[config.mk]
export PLATFORM = sky130hd
export DESIGN_NAME = fetch_stage
export DESIGN_NICKNAME = d
export VERILOG_FILES = /design/src/rtl/fetch_stage.sv
export SDC_FILE = /design/constraint.sdc
export NUM_CORES = 1
export LEC_CHECK = 0
export ABC_AREA = 1
export CAP_MARGIN = 30
export CORE_MARGIN = 2
export CORE_UTILIZATION = 30
export CTS_BUF_LIST = sky130_fd_sc_hd__clkbuf_2 sky130_fd_sc_hd__clkbuf_4 sky130_fd_sc_hd__clkbuf_8
export CTS_CLUSTER_DIAMETER = 60
export DETAILED_ROUTE_END_ITERATION = 6
export DONT_BUFFER_PORTS = 1
export GPL_TIMING_DRIVEN = 0
export PLACE_DENSITY = 0.49
export SYNTH_ARGS = -nofsm -noshare
export SYNTH_HDL_FRONTEND = slang
export SYNTH_SLANG_ARGS = --single-unit
export TNS_END_PERCENT = 1
[constraint.sdc]
create_clock -name clk -period 6.6 [get_ports clk]
set_input_delay 1.32 -clock clk [delete_from_list [all_inputs] [get_ports clk]]
set_output_delay 1.32 -clock clk [all_outputs]
set_load 0.01 [all_outputs]
[src/rtl/fetch_stage.sv]
// RV32 instruction fetch stage: fetch PC, in-order imem requests, response queue to decode.
// Optional FETCH_MISALIGN_TRAP_EN turns misaligned redirect targets into a marker entry.
module fetch_stage #(
    parameter logic [31:0] RESET_PC = 32'h0000_0000,
    parameter int unsigned DEPTH    = 2
) (
    input  logic        clk,
    input  logic        rst_n,
    output logic        imem_req_valid,
    input  logic        imem_req_ready,
    output logic [31:0] imem_req_addr,
    input  logic        imem_rsp_valid,
    input  logic [31:0] imem_rsp_data,
    input  logic        redirect,
    input  logic [31:0] redirect_pc,
    output logic        dec_valid,
    input  logic        dec_ready,
    output logic [31:0] dec_instr,
    output logic [31:0] dec_pc,
    output logic        dec_misalign
);

    localparam int unsigned AW = (DEPTH > 1) ? $clog2(DEPTH) : 1;
    localparam int unsigned CW = $clog2(DEPTH + 1);
    localparam logic [31:0] NOP = 32'h0000_0013;

    logic [31:0]      fpc;
    logic [31:0]      slot_pc    [DEPTH];
    logic [31:0]      slot_instr [DEPTH];
    logic [DEPTH-1:0] slot_filled;
    logic [AW-1:0]    wr_ptr;
    logic [AW-1:0]    rd_ptr;
    logic [AW-1:0]    fill_ptr;
    logic [CW-1:0]    used;
    logic [CW-1:0]    pending;
    logic [CW-1:0]    drop;
    logic             halt;

    logic             pop;
    logic             req_fire;
    logic             rsp_any;
    logic             rsp_drop;
    logic             rsp_take;
    logic             misalign;
    logic [CW:0]      credit;
    logic [CW:0]      drop_sum;

`ifdef FETCH_MISALIGN_TRAP_EN
    assign misalign     = |redirect_pc[1:0];
    assign dec_misalign = dec_valid && halt;
`else
    assign misalign     = 1'b0;
    assign dec_misalign = 1'b0;
`endif

    assign dec_valid = (used != '0) && slot_filled[rd_ptr];
    assign dec_instr = slot_instr[rd_ptr];
    assign dec_pc    = slot_pc[rd_ptr];

    assign pop = dec_valid && dec_ready && !redirect;

    // Credits cover live slots plus responses still owed to a flushed stream.
    assign credit = {1'b0, used} + {1'b0, drop} - (CW+1)'(pop);

    assign imem_req_valid = !redirect && !halt
                         && (credit < (CW+1)'(DEPTH));
    assign imem_req_addr  = fpc;
    assign req_fire       = imem_req_valid && imem_req_ready;

    assign rsp_any  = imem_rsp_valid && ((drop != '0) || (pending != '0));
    assign rsp_drop = imem_rsp_valid && (drop != '0);
    assign rsp_take = imem_rsp_valid && (drop == '0) && (pending != '0);

    // Everything still owed by memory after a flush must be discarded.
    assign drop_sum = {1'b0, drop} + {1'b0, pending} - (CW+1)'(rsp_any);

    always_ff @(posedge clk or negedge rst_n) begin
        if (!rst_n) begin
            fpc         <= RESET_PC;
            slot_filled <= '0;
            wr_ptr      <= '0;
            rd_ptr      <= '0;
            fill_ptr    <= '0;
            used        <= '0;
            pending     <= '0;
            drop        <= '0;
            halt        <= 1'b0;
            for (int i = 0; i < DEPTH; i++) begin
                slot_pc[i]    <= '0;
                slot_instr[i] <= '0;
            end
        end else if (redirect) begin
            fpc         <= redirect_pc & ~32'h0000_0003;
            slot_filled <= '0;
            wr_ptr      <= '0;
            rd_ptr      <= '0;
            fill_ptr    <= '0;
            used        <= '0;
            pending     <= '0;
            drop        <= drop_sum[CW-1:0];
            halt        <= misalign;
            if (misalign) begin
                slot_pc[0]     <= redirect_pc;
                slot_instr[0]  <= NOP;
                slot_filled[0] <= 1'b1;
                wr_ptr         <= AW'(1);
                fill_ptr       <= AW'(1);
                used           <= CW'(1);
            end
        end else begin
            if (req_fire) begin
                slot_pc[wr_ptr] <= fpc;
                wr_ptr          <= wr_ptr + AW'(1);
                fpc             <= fpc + 32'd4;
            end
            if (rsp_drop) begin
                drop <= drop - CW'(1);
            end
            if (rsp_take) begin
                slot_instr[fill_ptr]  <= imem_rsp_data;
                slot_filled[fill_ptr] <= 1'b1;
                fill_ptr              <= fill_ptr + AW'(1);
            end
            if (pop) begin
                slot_filled[rd_ptr] <= 1'b0;
                rd_ptr              <= rd_ptr + AW'(1);
            end
            used    <= used + CW'(req_fire) - CW'(pop);
            pending <= pending + CW'(req_fire) - CW'(rsp_take);
        end
    end

endmodule
==> results of run 1 <==
## worst max-delay path by stage
| stage | to | slack, ns | depth (start not counted) |
|---|---|---|---|
| 2_1_floorplan | imem_req_valid | 2.21 | 10 |
| 3_3_place_gp | imem_req_valid | 1.98 | 10 |
| 3_5_place_dp | imem_req_valid | 1.99 | 10 |
| 4_1_cts | imem_req_valid | 1.97 | 12 |
| 5_1_grt | imem_req_valid | 1.79 | 12 |
| 6_report | imem_req_valid | 2.02 | 10 |
## kinds of logic after synthesis
logic type / Yosys count / synth area share
buffers and inverters: 165 / 0.09276
xor gates and xnor gates: 10 / 0.01047
DFF: 165 / 0.4937
and+or+nand+nor: 575 / 0.2787
adders and majority gates: 11 / 0.01735
other: 1 / 0.0004484
AOI/OAI and AO/OA: 164 / 0.1065
## state kept, by name, summed over array words and instances (netlist names)
name,count
slot_instr,64
slot_pc,60
imem_req_addr,30
drop,2
pending,2
slot_filled,2
used,2
fill_ptr,1
rd_ptr,1
wr_ptr,1
## metrics by stage
step | hold WS (ns) | setup slack (ns) | util | area [um^2]
2_1_floorplan | 0.4534 | 2.209 | - | 8378
3_3_place_gp | 0.4651 | 1.982 | 0.3204 | 8851
3_5_place_dp | 0.4693 | 1.987 | 0.3204 | 8851
4_1_cts | 0.4907 | 1.966 | 0.3346 | 9244
5_1_grt | 0.4985 | 1.789 | 0.3346 | 9244
6_report | 0.4886 | 2.023 | 0.3346 | 9244
## cell type report
type	count	area, um^2
clock buffer	18	241.5
inverter	109	409.1
clock inverter	13	151.4
multi-input combinational	765	3473
tap	378	473.0
sequential	165	4129
fill	3068	18390
buffer	56	366.6
## power by group through the flow
stage               Combinational (mW)  Clock (mW)  Sequential [mW]
floorplan                        0.769           0             1.51
global placement                 0.962           0             1.56
detailed placement               0.981           0             1.57
CTS                              0.985       0.784             1.55
global route                      1.12       0.825             1.59
finish                           0.964       0.754             1.55
## synth_stat cells (all sizes together)
library cell    n
nand2         469
dfrtp         165
o21ai         155
inv           109
nand3          53
buf            47
nor2           45
ha             10
clkbuf          9
xor2            7
o211ai          6
xnor2           3
and2            2
nand4           2
nor3            2
or2             2
a21boi          1
a21oi           1
a22oi           1
conb            1
fa              1
## metal layers
layer,part of all wire,wire length [um]
met2,0.47,11540
met3,0.065,1609
met5,0,0
met4,0.011,274
met1,0.45,11180
## critical path, stage by stage
cell	delay, ns
buf_6	0.12
buf_2	0.20
nor2_2	0.20
ha_1	0.26
or2_2	0.30
fa_1	0.48
inv_1	0.06
nor2_4	0.11
nand3_1	0.08
inv_1	0.13
==> results.rst, run 1 <==
.. list-table::
   :header-rows: 1

   * - Metric
     - Value
   * - Class of the most critical hold timing path
     - reg2reg
   * - Cell total after placement
     - ~1500
   * - Ratio of cells with drive above 1 in the final layout
     - 0.09059
   * - Setup repair after global routing missed its margin
     - false
   * - Cell internal power dissipation
     - 1.985 mW
   * - Critical path endpoint category
     - primary output
   * - Clk pin slew, worst setup/hold paths
     - 0.08 ns
   * - Global-route wire length before repair
     - roughly 39 mm
   * - Sequential share of power
     - 0.474
   * - Power dissipated by switching net loads
     - about 1.3 mW
   * - Start point of the worst hold path
     - slot_instr[62]
   * - Most used routing layer in global routing
     - met2
   * - DRC violations left
     - 0
   * - GRT Overall Usage
     - 0.1733
   * - Crit Reg-Reg Endpoint
     - used[1]
   * - FF-to-FF Start
     - rd_ptr
   * - Worst endpoint required time
     - roughly 5.3 ns
   * - Max_cap viols
     - 0
   * - Max rail drop VDD
     - about 0.12 mV
   * - Clock Root Buffer
     - clkbuf_8
   * - Reg2reg path depth
     - 16
   * - Setup slack of the worst register-to-register path
     - ~3.0 ns
   * - Vias per cell
     - about 4.5
   * - Latest clock arrival within the worst-skew pair
     - 0.46 ns
   * - Number of standard cells after synthesis
     - between 1000 and 1500
   * - Post-synthesis cell area
     - ~8400 um^2
   * - Starting DRT DRC Count
     - ~430
   * - Most common cell after layout, fill and taps aside
     - nand2_1
   * - Met2 routing resource usage after global routing
     - 0.2870
   * - Wire per inst
     - around 16 um
   * - Number of setup buffers added after CTS
     - 0
   * - Std-Cell Rows
     - 61
   * - Number of buffers created by CTS
     - 17
   * - Arrival time reported for the critical path endpoint
     - between 3 and 4 ns
   * - Number of iterations in the first detailed-routing pass
     - 5
   * - TritonCTS clock tree
     - yes
   * - Via count of the first global-routing pass
     - 6766
   * - Headroom to the max-slew limit
     - 0.5668
   * - Final Hold Vio Count
     - 0
   * - Setup Viol. Count Final
     - 0
   * - Endpoint of the worst hold path
     - slot_instr[62]
   * - Flop and latch count out of synthesis
     - approximately 170
   * - I/O Pins
     - 169
   * - Die Span X
     - 171.0 um
   * - HPWL after detailed placement
     - between 15 and 20 mm
   * - Relative area change from synthesis to final layout
     - 10.53%
   * - CP Launch Type
     - primary input
   * - Cell type contributing the most total cell area after synthesis
     - dfrtp_1
   * - Post-route antenna net violation count
     - 0
   * - Highest-count cells in the layout ignoring fill and taps
     - nand2_1, dfrtp_1, inv_1
   * - Total Wirelength
     - ~25 mm
   * - Clock power share
     - 0.231
   * - Post-Syn Area per Cell
     - about 7.7 um^2
   * - Global-route met1 utilization
     - 0.2251
   * - Max-slew violation count
     - 0
   * - Highest attainable clock frequency
     - about 0.22 GHz
   * - Pwr/cell area
     - between 300 and 400 nW/um^2
   * - Worst-case clock buffer depth
     - 2
   * - Min cycle time layout
     - 4.577 ns
   * - Leakage power
     - between 4 and 5 nW
   * - Number of nets at the end of the flow
     - between 1000 and 1500
   * - CORE AREA
     - about 28000 um^2
   * - Met3 demand-to-capacity share in global routing
     - 0.04557
   * - Vias after detailed routing
     - just under 7000
   * - Quantity of I/O buffers inserted on ports
     - 0
   * - Final RePlAce weighted congestion
     - 0.8609
   * - Largest clock skew in the final design
     - a little under 0.02 ns
   * - Yosys warning total
     - 0
   * - GR Overflow Total
     - 0
   * - Number of H-tree branching levels
     - 4
   * - Result of the run
     - finished, final reports clean
   * - Die Area
     - between 20000 and 30000 um^2
   * - Initial core utilization
     - 0.3027
   * - Final cell count without fillers
     - between 1500 and 2000
   * - Share of the synthesized area in the top cell type
     - 0.4937
   * - Final Cycle Share
     - 0.6936
   * - Register area share after synthesis
     - 0.4937
   * - Top area cells in the synthesized netlist
     - dfrtp_1, nand2_1, o21ai_1, inv_1, nand3_1
   * - Combinational fraction of design power
     - 0.295
   * - Vertical extent of the die
     - between 150 and 200 um
   * - Switching share of power
     - 0.3923
   * - Critical path start-end classification
     - in2out
   * - Largest net degree at the start of global routing
     - roughly 170
   * - Sinks on the clock net
     - approximately 170
   * - Hold-fix buffers, CTS
     - 0
   * - Diodes inserted
     - 0
   * - Total chip power
     - around 3.3 mW
   * - Worst Hold Path Cells
     - 2
   * - Number of antenna violations at the first check in global routing
     - 0
   * - Biggest fanout along the worst timing path
     - 10
   * - Source of the critical timing path
     - redirect
   * - Distinct cell type count after synthesis
     - 33
   * - Worst-margin pin slew
     - about 0.65 ns
   * - Sum of negative setup slack
     - 0 ns
   * - Post_cts resized
     - 0
Power figures use the tool's default switching activity.
==> run 2: changes to the inputs <==
--- a/config.mk
+++ b/config.mk
@@ -14,7 +14,7 @@
 export DETAILED_ROUTE_END_ITERATION = 6
 export DONT_BUFFER_PORTS = 1
 export GPL_TIMING_DRIVEN = 0
-export PLACE_DENSITY = 0.49
+export PLACE_DENSITY = 0.5
 export SYNTH_ARGS = -nofsm -noshare
 export SYNTH_HDL_FRONTEND = slang
 export SYNTH_SLANG_ARGS = --single-unit
==> constraint.sdc (replaced) <==
create_clock -name clk -period 3.9 [get_ports clk]
set_input_delay 0.78 -clock clk [delete_from_list [all_inputs] [get_ports clk]]
set_output_delay 0.78 -clock clk [all_outputs]
set_load 0.01 [all_outputs]
==> results.rst, run 2 (synthesis results as in run 1) <==
.. list-table::
   :header-rows: 1

   * - Metric
     - Value
   * - Die Span X
     - 171.0 um (unchanged)
   * - Most common cell after layout, fill and taps aside
     - nand2_1 (unchanged)
   * - Initial core utilization
     - 0.3027 (unchanged)
   * - Setup Viol. Count Final
     - 0 (unchanged)
   * - Largest net degree at the start of global routing
     - 166 (unchanged)
   * - Max-slew violation count
     - 0 (unchanged)
   * - Quantity of I/O buffers inserted on ports
     - 0 (unchanged)
   * - Die Area
     - 29230 um^2 (unchanged)
   * - Headroom to the max-slew limit
     - 0.4468 (was 0.5668)
   * - FILL cells
     - 3060 (was 3068)
   * - Global-route wire length before repair
     - 38.48 mm (was 38.63 mm)
   * - HPWL after detailed placement
     - 17.52 mm (was 17.79 mm)
   * - Worst-case clock buffer depth
     - 2 (unchanged)
   * - Switching share of power
     - 0.4028 (was 0.3923)
   * - Post-route antenna net violation count
     - 0 (unchanged)
   * - Latest clock arrival within the worst-skew pair
     - 0.47 ns (was 0.46 ns)
   * - Ratio of cells with drive above 1 in the final layout
     - 0.1014 (was 0.09059)
   * - Vertical extent of the die
     - 171.0 um (unchanged)
   * - Final Cycle Share
     - 0.9567
   * - Highest attainable clock frequency
     - about 0.27 GHz
   * - Cell mode on critical path
     - nor2_4 (was inv_1)
   * - I/O Pins
     - 169 (unchanged)
   * - Worst endpoint required time
     - 3.12 ns (was 5.28 ns)
   * - Number of H-tree branching levels
     - 4 (unchanged)
   * - Power dissipated by switching net loads
     - 2.239 mW (was 1.281 mW)
   * - Critical path start-end classification
     - reg2out (was in2out)
   * - Sequential share of power
     - 0.471 (was 0.474)
   * - Number of nets at the end of the flow
     - 1202 (was 1195)
   * - Final RePlAce weighted congestion
     - 0.8745 (was 0.8609)
   * - Crit Reg-Reg Endpoint
     - pending[1] (was used[1])
   * - Pwr/cell area
     - 594.1 nW/um^2 (was 353.3 nW/um^2)
   * - GR Overflow Total
     - 0 (unchanged)
   * - Final Hold Vio Count
     - 0 (unchanged)
   * - Starting DRT DRC Count
     - 412 (was 432)
   * - Diodes inserted
     - 0 (unchanged)
   * - Arrival time reported for the critical path endpoint
     - 2.95 ns (was 3.26 ns)
   * - Biggest fanout along the worst timing path
     - 4 (was 10)
   * - Clock power share
     - 0.226 (was 0.231)
   * - Cell-by-cell trace of the critical path
     - buf_6 > nand2_1 > a22oi_2 > nand2_2 > nor2_4 > ha_4 > or2_4 > fa_1 > inv_1 > nor2_4 > nand3_2 > inv_2 (was buf_6 > buf_2 > nor2_2 > ha_1 > or2_2 > fa_1 > inv_1 > nor2_4 > nand3_1 > inv_1)
   * - Sinks on the clock net
     - 165 (unchanged)
   * - Clk pin slew, worst setup/hold paths
     - 0.09 ns (was 0.08 ns)
   * - TritonCTS clock tree
     - yes (unchanged)
   * - Leakage power
     - 4.673 nW (was 4.632 nW)
   * - GRT Overall Usage
     - 0.1715 (was 0.1733)
   * - Sum of negative setup slack
     - 0 ns (unchanged)
   * - Number of antenna violations at the first check in global routing
     - 0 (unchanged)
   * - Via count of the first global-routing pass
     - 6756 (was 6766)
   * - Result of the run
     - finished, final reports clean (unchanged)
   * - Setup slack of the worst register-to-register path
     - 0.45 ns (was 2.98 ns)
   * - Total Wirelength
     - 24.46 mm (was 24.60 mm)
   * - Vias after detailed routing
     - 6867 (was 6838)
   * - Relative area change from synthesis to final layout
     - 11.86% (was 10.53%)
   * - Worst-margin pin slew
     - 0.8297 ns (was 0.6498 ns)
   * - Std-Cell Rows
     - 61 (unchanged)
   * - CP Launch Type
     - register (was primary input)
   * - Highest-count cells in the layout ignoring fill and taps
     - nand2_1, dfrtp_1, inv_1 (unchanged)
   * - Vias per cell
     - 4.542 (was 4.547)
   * - Min cycle time layout
     - between 3 and 4 ns
   * - Cell internal power dissipation
     - 3.319 mW (was 1.985 mW)
   * - Reg2reg path depth
     - 17 (was 16)
   * - Register bank with the most flops
     - slot_instr (unchanged)
   * - DRC violations left
     - 0 (unchanged)
   * - FF-to-FF Start
     - rd_ptr (unchanged)
   * - Cell total after placement
     - 1473 (unchanged)
   * - Wire per inst
     - 16.18 um (was 16.36 um)
   * - Combinational fraction of design power
     - 0.303 (was 0.295)
   * - Max FFs per register
     - 64 (unchanged)
   * - Maximum cell stage delay along the critical path
     - 0.50 ns (was 0.48 ns)
   * - Pre-CTS worst setup slack
     - 0.2880 ns (was 1.987 ns)
   * - Max rail drop VDD
     - 0.1787 mV (was 0.1246 mV)
   * - Number of iterations in the first detailed-routing pass
     - 5 (unchanged)
   * - Critical path endpoint category
     - primary output (unchanged)
   * - Class of the most critical hold timing path
     - in2async (was reg2reg)
   * - Cell with the largest stage delay on the worst path
     - fa_1 (unchanged)
   * - Largest clock skew in the final design
     - 0.01788 ns (was 0.01934 ns)
   * - Worst-case setup margin in the final layout
     - 0.1689 ns (was 2.023 ns)
   * - Final cell count without fillers
     - 1512 (was 1504)
   * - CORE AREA
     - 27630 um^2 (unchanged)
   * - Clock Root Buffer
     - clkbuf_8 (unchanged)
   * - Max_cap viols
     - 0 (unchanged)
   * - Total chip power
     - 5.558 mW (was 3.266 mW)
   * - Number of buffers created by CTS
     - 17 (unchanged)
run 2: cell count changes in the layout (fill, tap and decap cells not counted), sizes merged:
cell | previous run | this run
buf | 47 | 54
clkinv | 7 | 4
inv | 112 | 115
clkinvlp | 1 | 3
bufinv | 2 | 1
run 2: worst max-delay path: cells and delay by family, from the launching register on:
kind | cells | cell delay [ns]
and+or+nand+nor | 6 | 0.81
adders and majority gates | 2 | 0.71
DFF | 1 | 0.39
AOI/OAI and AO/OA | 1 | 0.30
buffers and inverters | 3 | 0.26
run 2: worst max-delay path by stage:
stage,slack [ns],depth (start not counted),endpoint,from
detailed placement,0.29,16,used[1],rd_ptr
CTS,0.005,12,imem_req_valid,rd_ptr
global route,-0.02,12,imem_req_valid,rd_ptr
finish,0.17,12,imem_req_valid,rd_ptr
global placement,0.27,12,imem_req_valid,rd_ptr
floorplan,0.59,10,imem_req_valid,redirect
run 2: power groups by stage:
stage          combinational, mW  clock, mW  sequential, mW
2_1_floorplan               1.30          0            2.55
3_3_place_gp                1.62          0            2.64
3_5_place_dp                1.65          0            2.65
4_1_cts                     1.66       1.30            2.61
5_1_grt                     1.96       1.37            2.68
6_report                    1.68       1.26            2.62
run 2: timing repair:
| action | in CTS | in global routing |
|---|---|---|
| cloned | 0 | 0 |
| buffers inserted | 0 | 5 |
| gates resized for setup | 5 | 4 |
| pin swaps | 2 | 5 |
| setup endpoints to repair | 1 | 1 |
| endpoints found under the hold margin | 157 | 133 |
run 2: per-stage QoR:
stage | cell area, um^2 | hold slack [ns] | util
floorplan | 8378 | 0.4534 | -
global placement | 8851 | 0.4644 | 0.3204
detailed placement | 8851 | 0.4689 | 0.3204
CTS | 9250 | -0.03540 | 0.3348
global route | 9355 | 0.1245 | 0.3386
finish | 9355 | 0.1359 | 0.3386
run 2: layer usage:
metal	part of all wire	wire, um	track usage	up-vias
met5	0	0	0	-
met3	0.059	1441	0.04418	23
met1	0.45	11110	0.2224	3209
met2	0.47	11540	0.2830	177
met4	0.015	366	0.04753	0
li1	-	-	-	3458
run 2: area by class of cell:
class / instances / area, um^2 / share of cell area
repair buffers: 7 / 85.08 / 0.009095
clock buffers: 18 / 241.5 / 0.02581
plain buffers: 56 / 372.9 / 0.03986
inverters: 109 / 409.1 / 0.04373
well taps: 378 / 473.0 / 0.05056
clock inverters: 14 / 143.9 / 0.01538
multi-input cells: 765 / 3501 / 0.3742
flip-flops and latches: 165 / 4129 / 0.4414
